$ cat config.mk
export PLATFORM = sky130hd
export DESIGN_NAME = rvx_pwm
export DESIGN_NICKNAME = d
export VERILOG_FILES = /design/src/rtl/rvx_pwm_pkg.sv /design/src/rtl/rvx_pwm_channel.sv /design/src/rtl/rvx_pwm.sv
export SDC_FILE = /design/constraint.sdc
export NUM_CORES = 1
export LEC_CHECK = 0
export CAP_MARGIN = 20
export CORE_UTILIZATION = 64
export DETAILED_ROUTE_END_ITERATION = 8
export PLACE_DENSITY = 0.86
export REMOVE_ABC_BUFFERS = 1
export SKIP_CTS_REPAIR_TIMING = 1
export SLEW_MARGIN = 25
export SYNTH_ARGS = -nofsm -noshare
export SYNTH_HDL_FRONTEND = slang
export SYNTH_SLANG_ARGS = --single-unit
$ cat constraint.sdc
create_clock -name clock -period 24 [get_ports clock]
set_input_delay 2.4 -clock clock [delete_from_list [all_inputs] [get_ports clock]]
set_output_delay 2.4 -clock clock [all_outputs]
set_load 0.05 [all_outputs]
$ cat src/rtl/rvx_pwm_pkg.sv
`default_nettype none
// ============================================================================
// Module  : rvx_pwm_pkg
// Brief   : Register map, bit positions and byte-lane helper for rvx_pwm.
// Revision: 1.0 - initial release
// ============================================================================
package rvx_pwm_pkg;

    localparam logic [4:0] c_CTRL      = 5'h00;
    localparam logic [4:0] c_PRESCALE  = 5'h04;
    localparam logic [4:0] c_PERIOD    = 5'h08;
    localparam logic [4:0] c_STATUS    = 5'h0C;
    localparam logic [4:0] c_DUTY_BASE = 5'h10;

    localparam int c_EN     = 0;
    localparam int c_IRQ_EN = 1;
    localparam int c_POL    = 2;

    localparam int c_WRAP    = 0;
    localparam int c_CNT_LSB = 16;

    // Replace only the byte lanes whose strobe bit is set.
    function automatic logic [31:0] merge_bytes(input logic [31:0] old_val,
                                                input logic [31:0] new_val,
                                                input logic [3:0]  strb);
        logic [31:0] res;
        for (int b = 0; b < 4; b++) begin
            res[8*b +: 8] = strb[b] ? new_val[8*b +: 8] : old_val[8*b +: 8];
        end
        return res;
    endfunction

endpackage
`default_nettype wire

$ cat src/rtl/rvx_pwm_channel.sv
`default_nettype none
// ============================================================================
// Module  : rvx_pwm_channel
// Brief   : One PWM channel: DUTY register, its shadow and the output flop.
// Revision: 1.0 - initial release
// ============================================================================
module rvx_pwm_channel
    import rvx_pwm_pkg::*;
#(
    parameter int COUNTER_WIDTH = 16
) (
    input  logic                     clk,
    input  logic                     rst,
    input  logic                     i_duty_wr,
    input  logic [31:0]              i_wdata,
    input  logic [3:0]               i_wstrb,
    input  logic                     i_load,
    input  logic                     i_en,
    input  logic                     i_pol,
    input  logic [COUNTER_WIDTH-1:0] i_counter,
    output logic [COUNTER_WIDTH-1:0] o_duty,
    output logic                     o_pwm
);

    logic [COUNTER_WIDTH-1:0] r_duty;
    logic [COUNTER_WIDTH-1:0] r_duty_active;
    logic                     r_pwm;

    always_ff @(posedge clk or posedge rst) begin
        if (rst) begin
            r_duty        <= '0;
            r_duty_active <= '0;
            r_pwm         <= 1'b0;
        end else begin
            if (i_duty_wr) begin
                r_duty <= COUNTER_WIDTH'(merge_bytes(32'(r_duty), i_wdata, i_wstrb));
            end
            if (i_load) begin
                r_duty_active <= r_duty;
            end
            r_pwm <= i_en ? ((i_counter < r_duty_active) ^ i_pol) : i_pol;
        end
    end

    assign o_duty = r_duty;
    assign o_pwm  = r_pwm;

endmodule
`default_nettype wire

$ cat src/rtl/rvx_pwm.sv
`default_nettype none
// ============================================================================
// Module  : rvx_pwm
// Brief   : Bus-mapped multi-channel PWM with shared prescaler/period counter.
// Revision: 1.0 - initial release
// ============================================================================
module rvx_pwm
    import rvx_pwm_pkg::*;
#(
    parameter int NUM_CHANNELS  = 4,
    parameter int COUNTER_WIDTH = 16
) (
    input  logic                    clock,
    input  logic                    reset,
    input  logic [4:0]              rw_address,
    output logic [31:0]             read_data,
    input  logic                    read_request,
    output logic                    read_response,
    input  logic [31:0]             write_data,
    input  logic [3:0]              write_strobe,
    input  logic                    write_request,
    output logic                    write_response,
    output logic [NUM_CHANNELS-1:0] pwm_out,
    output logic                    irq
);

    logic [2:0]               r_ctrl;
    logic [COUNTER_WIDTH-1:0] r_prescale;
    logic [COUNTER_WIDTH-1:0] r_period;
    logic [COUNTER_WIDTH-1:0] r_period_active;
    logic [COUNTER_WIDTH-1:0] r_presc_cnt;
    logic [COUNTER_WIDTH-1:0] r_counter;
    logic                     r_wrap;
    logic                     r_irq;
    logic [31:0]              r_read_data;
    logic                     r_read_response;
    logic                     r_write_response;

    logic [4:0]               w_addr;
    logic                     w_en;
    logic                     w_tick;
    logic                     w_wrap;
    logic                     w_load;
    logic                     w_wrap_clr;
    logic [31:0]              w_rdata;
    logic [COUNTER_WIDTH-1:0] w_duty [4];

    // Low address bits are don't-care; masking keeps every offset word aligned.
    assign w_addr     = rw_address & 5'h1C;
    assign w_en       = r_ctrl[c_EN];
    assign w_tick     = w_en && (r_presc_cnt == r_prescale);
    assign w_wrap     = w_tick && (r_counter >= r_period_active);
    assign w_load     = w_wrap || !w_en;
    assign w_wrap_clr = write_request && (w_addr == c_STATUS) &&
                        write_strobe[0] && write_data[c_WRAP];

    always_comb begin
        w_rdata = '0;
        case (w_addr)
            c_CTRL:     w_rdata = 32'(r_ctrl);
            c_PRESCALE: w_rdata = 32'(r_prescale);
            c_PERIOD:   w_rdata = 32'(r_period);
            c_STATUS: begin
                w_rdata[c_WRAP]           = r_wrap;
                w_rdata[c_CNT_LSB +: 16]  = 16'(r_counter);
            end
            default:    w_rdata = 32'(w_duty[w_addr[3:2]]);
        endcase
    end

    always_ff @(posedge clock or posedge reset) begin
        if (reset) begin
            r_ctrl           <= '0;
            r_prescale       <= '0;
            r_period         <= '0;
            r_period_active  <= '0;
            r_presc_cnt      <= '0;
            r_counter        <= '0;
            r_wrap           <= 1'b0;
            r_irq            <= 1'b0;
            r_read_data      <= '0;
            r_read_response  <= 1'b0;
            r_write_response <= 1'b0;
        end else begin
            if (write_request) begin
                case (w_addr)
                    c_CTRL:     r_ctrl     <= 3'(merge_bytes(32'(r_ctrl), write_data, write_strobe));
                    c_PRESCALE: r_prescale <= COUNTER_WIDTH'(merge_bytes(32'(r_prescale), write_data, write_strobe));
                    c_PERIOD:   r_period   <= COUNTER_WIDTH'(merge_bytes(32'(r_period), write_data, write_strobe));
                    default: ;
                endcase
            end
            r_read_response  <= read_request;
            r_read_data      <= read_request ? w_rdata : 32'h0;
            r_write_response <= write_request;

            if (!w_en || w_tick) r_presc_cnt <= '0;
            else                 r_presc_cnt <= r_presc_cnt + 1'b1;

            if (!w_en)           r_counter <= '0;
            else if (w_wrap)     r_counter <= '0;
            else if (w_tick)     r_counter <= r_counter + 1'b1;

            // Shadows follow the registers while disabled so enabling starts fresh.
            if (w_load) r_period_active <= r_period;

            if (w_wrap)          r_wrap <= 1'b1;
            else if (w_wrap_clr) r_wrap <= 1'b0;

            r_irq <= r_wrap & r_ctrl[c_IRQ_EN];
        end
    end

    for (genvar i = 0; i < 4; i++) begin : g_duty
        if (i < NUM_CHANNELS) begin : g_ch
            rvx_pwm_channel #(
                .COUNTER_WIDTH(COUNTER_WIDTH)
            ) u_ch (
                .clk       (clock),
                .rst       (reset),
                .i_duty_wr (write_request && (w_addr == c_DUTY_BASE + 5'(4 * i))),
                .i_wdata   (write_data),
                .i_wstrb   (write_strobe),
                .i_load    (w_load),
                .i_en      (w_en),
                .i_pol     (r_ctrl[c_POL]),
                .i_counter (r_counter),
                .o_duty    (w_duty[i]),
                .o_pwm     (pwm_out[i])
            );
        end else begin : g_none
            assign w_duty[i] = '0;
        end
    end

    assign read_data      = r_read_data;
    assign read_response  = r_read_response;
    assign write_response = r_write_response;
    assign irq            = r_irq;

endmodule
`default_nettype wire
==> metrics, run 1 <==
GPL Wtd Cong=0.883; share of cells above drive strength 1=0.216; global-route wire length before repair=47800 um; Ys Warns=0; VDD IR max=0.0604 mV; GRT Residual Overflow=0; Post-synth EDFFs=0; die area=0.0201 mm2; fin nets=1236; relative slew slack=0.247; ANT cells=0; Avg Inst Size Synth=11.9 um2; Pins Over Slew Limit=0; CTS Buffer Depth=3; Ports=84; ANT nets after route=0; initial antenna violation count=1; initial drt markers=790; crit path max fanout=37; Main synth FF type=dfrtp_1; leading post-synthesis cells by cell area=dfrtp_1 (50%), mux2_2 (16%), ha_1 (7.8%); vias in the first global route=8785; DRT Pass-1 Iters=5; worst slack, placed=18.99 ns; max_cap viols=0; core box area=0.0189 mm2; critical path capture point type=flip-flop; Synth Register Bits=251; clock net sink count=251; DIE HEIGHT=142 um; WL final=29500 um; RSZ-0062 raised after global routing=false; final setup skew=0.0128 ns; Post-Synthesis Cells=1050; Synth-to-Final Area Change=13.5%; final setup TNS=0 ns; Async SR Flop Fraction=1.00; largest net degree at the start of global routing=100; CP arrival=4.88 ns; Pleak=6.59 nW; CP startpoint kind=input port; post-synth top area share=0.503; CTS tree=done; detailed placement HPWL=20300 um; Final WS setup=19.53 ns; Clock transition at path regs=0.06 ns; final worst-path cycle share=0.186; Worst Hold Slack=0.495 ns; starting density of the core=0.662; final setup violation count=0; root buffer cell=clkbuf_16; DR vias/cell=6.21; critical path required time=24.41 ns; cell taking the most area after synthesis=dfrtp_1; slew of the pin with the lowest slew margin=1.13 ns; PortBufs=63; DRC errors left=0; Max Clk Rate=224 MHz; Clk Latency, worst-skew pair=0.53 ns; Final Hold Violating Endpoints=0; CTS H-tree depth=1; Hold Crit Class=flip-flop to flip-flop; critical path class=input port to flip-flop; CTS buffer count=26; most common cell in the netlist=dfrtp_1; fin crit period=4.47 ns; fill cell count=1221; wire per inst=21.2 um; post-synthesis sequential area ratio=0.503; die width=142 um; synthesized cell area=0.0125 mm2; Distinct cells, synth=47; Synth top cells by count=dfrtp_1 (251), mux2_2 (173), inv_1 (83); GRT Overall Usage=0.312; FP Rows=50; pwr/cell area=92.9 mW/mm2; status=finished, final reports clean; via count=8616
-- critical path, stage by stage --
cell and delay, ns:
clkdlybuf4s50_1 0.46, buf_4 0.40, nand3_1 0.25, nor2_1 0.91
mux2_2 0.43
-- sequential cells by signal (all words and copies together) (netlist names), 3 cells and up --
signal,flops
g_duty.g_ch.u_ch.o_duty,64
g_duty.g_ch.u_ch.r_duty_active,64
read_data,32
r_counter,16
r_period,16
r_period_active,16
r_presc_cnt,16
r_prescale,16
g_duty.g_ch.u_ch.o_pwm,4
r_ctrl,3
-- cell usage in the layout, fill, tap and decap left out, types with 5 or more instances in the layout --
| master | n |
|---|---|
| inv_1 | 82 |
| and3_1 | 7 |
| nor2_1 | 42 |
| o21ai_0 | 49 |
| a211oi_1 | 8 |
| a22oi_1 | 13 |
| nand4_1 | 9 |
| a21oi_1 | 36 |
| and2_1 | 34 |
| nand3_1 | 29 |
| a31oi_1 | 5 |
| mux2_2 | 173 |
| clkdlybuf4s50_1 | 63 |
| xor2_1 | 27 |
| clkbuf_16 | 26 |
| clkbuf_1 | 6 |
| a21o_1 | 9 |
| buf_4 | 9 |
| o211ai_1 | 6 |
| xnor2_1 | 5 |
| ha_1 | 78 |
| nor4_1 | 9 |
| dfrtp_1 | 251 |
| nor2b_1 | 6 |
| mux2_1 | 6 |
| nand2_1 | 53 |
| mux4_2 | 17 |
| o21a_1 | 7 |
| nor3_1 | 5 |
| or3_1 | 10 |
-- metal layers --
metal	track usage	wire length (um)	vias up
met5	0	0	-
met4	0.0821	622	0
met3	0.0368	1630	53
met2	0.509	14600	314
met1	0.447	12600	4412
li1	-	-	3837
-- per-stage QoR --
| step | std cells | instance area (um2) | utilization | power [W] |
|---|---|---|---|---|
| final | 1388 | 14200 | 0.751 | 0.00132 |
| after detailed placement | 1344 | 13300 | 0.706 | 0.000935 |
| after global placement | 1344 | 13300 | 0.706 | 0.000911 |
| after floorplan | 1011 | 12300 | - | 0.000819 |
| after CTS | 1387 | 14200 | 0.749 | 0.00132 |
| after global routing | 1388 | 14200 | 0.751 | 0.00138 |
-- layout make-up --
| type | count | area, um2 | share of cell area |
|---|---|---|---|
| Clock buffer | 35 | 714 | 0.0504 |
| Clock inverter | 8 | 88.8 | 0.00626 |
| Inverter | 83 | 319 | 0.0225 |
| Multi-Input combinational cell | 677 | 5720 | 0.403 |
| Sequential cell | 251 | 6280 | 0.443 |
| Tap cell | 260 | 325 | 0.0229 |
| Timing Repair Buffer | 74 | 737 | 0.0520 |
-- cell families after synthesis --
group,synth area share
multiplexers,0.194
adder cells (fa/ha/maj),0.0781
XOR/XNOR,0.0224
flip-flops,0.503
buffers and inverters,0.0406
AO/OA/AOI/OAI,0.0725
AND/OR/NAND/NOR,0.0895
-- path summary, 6_finish.rpt --
| check | startpoint | endpoint | slack [ns] | cells after the start |
|---|---|---|---|---|
| min in group asynchronous | reset | g_duty[2].g_ch.u_ch.r_duty_active[9]$_DFFE_PP0P_ | 2.39 | 2 |
| worst min-delay path | g_duty[2].g_ch.u_ch.r_duty_active[2]$_DFFE_PP0P_ | g_duty[2].g_ch.u_ch.r_duty_active[2]$_DFFE_PP0P_ | 0.50 | 1 |
| worst min register to register | g_duty[2].g_ch.u_ch.r_duty_active[2]$_DFFE_PP0P_ | g_duty[2].g_ch.u_ch.r_duty_active[2]$_DFFE_PP0P_ | 0.50 | 1 |
| worst max-delay path | rw_address[4] | g_duty[2].g_ch.u_ch.o_duty[6]$_DFFE_PP0P_ | 19.53 | 5 |
| max in group asynchronous | reset | g_duty[1].g_ch.u_ch.o_duty[3]$_DFFE_PP0P_ | 20.44 | 3 |
| worst max register to register | r_counter[9]$_DFFE_PP0P_ | g_duty[1].g_ch.u_ch.r_duty_active[0]$_DFFE_PP0P_ | 20.05 | 8 |
-- report_power, final --
group / leakage (nW) / switching, W / internal (W) / total (W)
logic: 3.03 / 0.000175 / 0.000158 / 0.000334
registers: 3.18 / 0.0000775 / 0.000526 / 0.000603
clock network: 0.387 / 0.000162 / 0.000219 / 0.000382
Power figures use the tool's default switching activity.
==> run 2: changes to the inputs <==
Settings changed: CORE_UTILIZATION 64 to 60, PLACE_DENSITY 0.86 to 0.81.
Clock period 24 ns to 4.32 ns, I/O delays scaled along.
==> run 2 against run 1 <==
- register-to-register slack worse by 19 ns
- die area increased by 6.6%
- routed wire length grew 1.7%
- clock skew grew 0.016 ns
- critical path depth increased by 3
- non-clock buffer count rose by 5
- power increased to 6.0 times the previous value
- combinational power grew to 5.7 times the previous value
- worst hold slack got worse by 0.065 ns
- utilization fell by 3.7 points
- first-iteration DRC count fell by 26%
- sequential share of layout area down 0.91 points
==> metrics, run 2 (synthesized netlist as in run 1, its figures left out) <==
Pins Over Slew Limit=0 (unchanged); relative slew slack=0.288 (+0.0417); DIE HEIGHT=146 um (+3.2%); CTS tree=done; FP Rows=52 (+4.0%); initial drt markers=581 (-26%); Final Hold Violating Endpoints=0 (unchanged); largest net degree at the start of global routing=127 (+27%); CP startpoint kind=flip-flop; critical path class=flip-flop to flip-flop; die area=0.0214 mm2 (+6.6%); CTS H-tree depth=1 (unchanged); WL final=30000 um (+1.7%); final core utilization=0.713 (-0.0374); GRT Residual Overflow=0 (unchanged); total power=0.00788 W (+500%); die width=146 um (+3.2%); CP arrival=3.55 ns (-1.33 ns); fin nets=1242 (+0.49%); starting density of the core=0.616 (-0.0458); CP cell instances=ha_1 -> a211oi_1 -> o21ai_0 -> a21oi_1 -> o21a_1 -> o21ai_4 -> buf_12 -> mux2_1; DR vias/cell=6.08 (-2.0%); max_cap viols=0 (unchanged); share of cells above drive strength 1=0.231 (+0.0144); root buffer cell=clkbuf_16; global-route wire length before repair=47900 um (+0.32%); final setup skew=0.0288 ns (+0.0160 ns); Ports=84 (unchanged); VDD IR max=0.428 mV (+610%); initial antenna violation count=2 (+1); CTS buffer count=27 (+3.8%); status=finished, final reports clean; Clock transition at path regs=0.06 ns (about the same); fill cell count=1382 (+13%); PortBufs=63 (unchanged); Clk Latency, worst-skew pair=0.55 ns (+0.02 ns); commonest non-fill, non-tap cell in the layout=dfrtp_1; Max Clk Rate=320 MHz; GPL Wtd Cong=0.878 (-0.55%); clock net sink count=251 (unchanged); Pleak=6.74 nW (+2.2%); DRC errors left=0 (unchanged); pwr/cell area=544 mW/mm2 (+490%); detailed placement HPWL=20300 um (about the same); crit path max fanout=57 (+54%); slowest stage delay, CP=0.62 ns (-0.29 ns); wire per inst=21.2 um (about the same); slowest CP cell=dfrtp_1; Hold Crit Class=input port to asynchronous set/reset pin; Synth-to-Final Area Change=15.9%; CP bufs+invs=1 (-1); ANT nets after route=0 (unchanged); final worst-path cycle share=0.723; reg2reg start=r_counter[2]$_DFFE_PP0P_; critical path required time=4.75 ns (-19.66 ns); via count=8576 (-0.46%); final setup violation count=0 (unchanged); GRT Overall Usage=0.291 (-0.0204); ANT cells=0 (unchanged); critical path capture point type=flip-flop; core box area=0.0203 mm2 (+7.4%); CTS Buffer Depth=3 (unchanged); RSZ-0062 raised after global routing=false; fin crit period=3.12 ns; Critical Path Source=r_counter[2]$_DFFE_PP0P_; DRT Pass-1 Iters=5 (unchanged); vias in the first global route=8708 (-0.88%); commonest cells after routing, fill and taps aside=dfrtp_1 (251), mux2_2 (173), inv_1 (82); slew of the pin with the lowest slew margin=1.06 ns (-0.0624 ns); CP delay by family, top=compound AO/OA/AOI/OAI gates
==> run 2: layer usage <==
metal,track usage,vias up,routed length (um)
met3,0.0425,56,1700
met4,0.0974,2,780
li1,-,3873,-
met5,0,-,12
met1,0.405,4348,13000
met2,0.473,297,14400
==> run 2: metrics by stage <==
stage / cell area (um2) / setup WS [ns] / setup TNS [ns] / hold WS, ns / instances
2_1_floorplan: 12300 / -3.01 / -756.93 / 0.458 / 1011
5_1_grt: 14500 / 1.03 / 0 / 0.521 / 1410
3_5_place_dp: 13400 / 1.13 / 0 / 0.480 / 1360
6_report: 14500 / 1.20 / 0 / 0.430 / 1410
4_1_cts: 14500 / 1.25 / 0 / 0.503 / 1410
3_3_place_gp: 13400 / 1.21 / 0 / 0.471 / 1360
==> run 2: worst reg2reg max path: cells and delay by family (launching register included) <==
kind                       cells  cell delay [ns]
AOI/OAI and AO/OA              5             1.42
adders and majority gates      1             0.34
DFF                            1             0.62
buffers and inverters          1             0.23
muxes                          1             0.39
==> run 2: layout make-up <==
| cell class | instances | area [um2] | share of cell area |
|---|---|---|---|
| Clock buffer | 30 | 717 | 0.0495 |
| Clock inverter | 20 | 337 | 0.0232 |
| Inverter | 83 | 319 | 0.0220 |
| Multi-Input combinational cell | 677 | 5720 | 0.395 |
| Sequential cell | 251 | 6280 | 0.434 |
| Tap cell | 270 | 338 | 0.0233 |
| Timing Repair Buffer | 79 | 771 | 0.0532 |
==> run 2: worst paths after layout <==
path	endpoint	slack, ns	depth (start not counted)
max in group asynchronous	r_counter[14]$_DFFE_PP0P_	2.87	3
min in group clock	g_duty[1].g_ch.u_ch.r_duty_active[0]$_DFFE_PP0P_	0.50	1
setup reg to reg	g_duty[2].g_ch.u_ch.r_duty_active[5]$_DFFE_PP0P_	1.20	8
hold reg to reg	g_duty[1].g_ch.u_ch.r_duty_active[0]$_DFFE_PP0P_	0.50	1
setup / recovery	g_duty[2].g_ch.u_ch.r_duty_active[5]$_DFFE_PP0P_	1.20	8
hold / removal	g_duty[0].g_ch.u_ch.r_duty_active[14]$_DFFE_PP0P_	0.43	2
==> run 2: power by group <==
part	total, W	switching (W)	internal [W]	leakage (nW)
sequential	0.00331	0.000393	0.00292	3.18
clock	0.00267	0.000988	0.00169	0.502
combinational	0.00189	0.00101	0.000886	3.06
total	0.00788	0.00239	0.00549	6.74
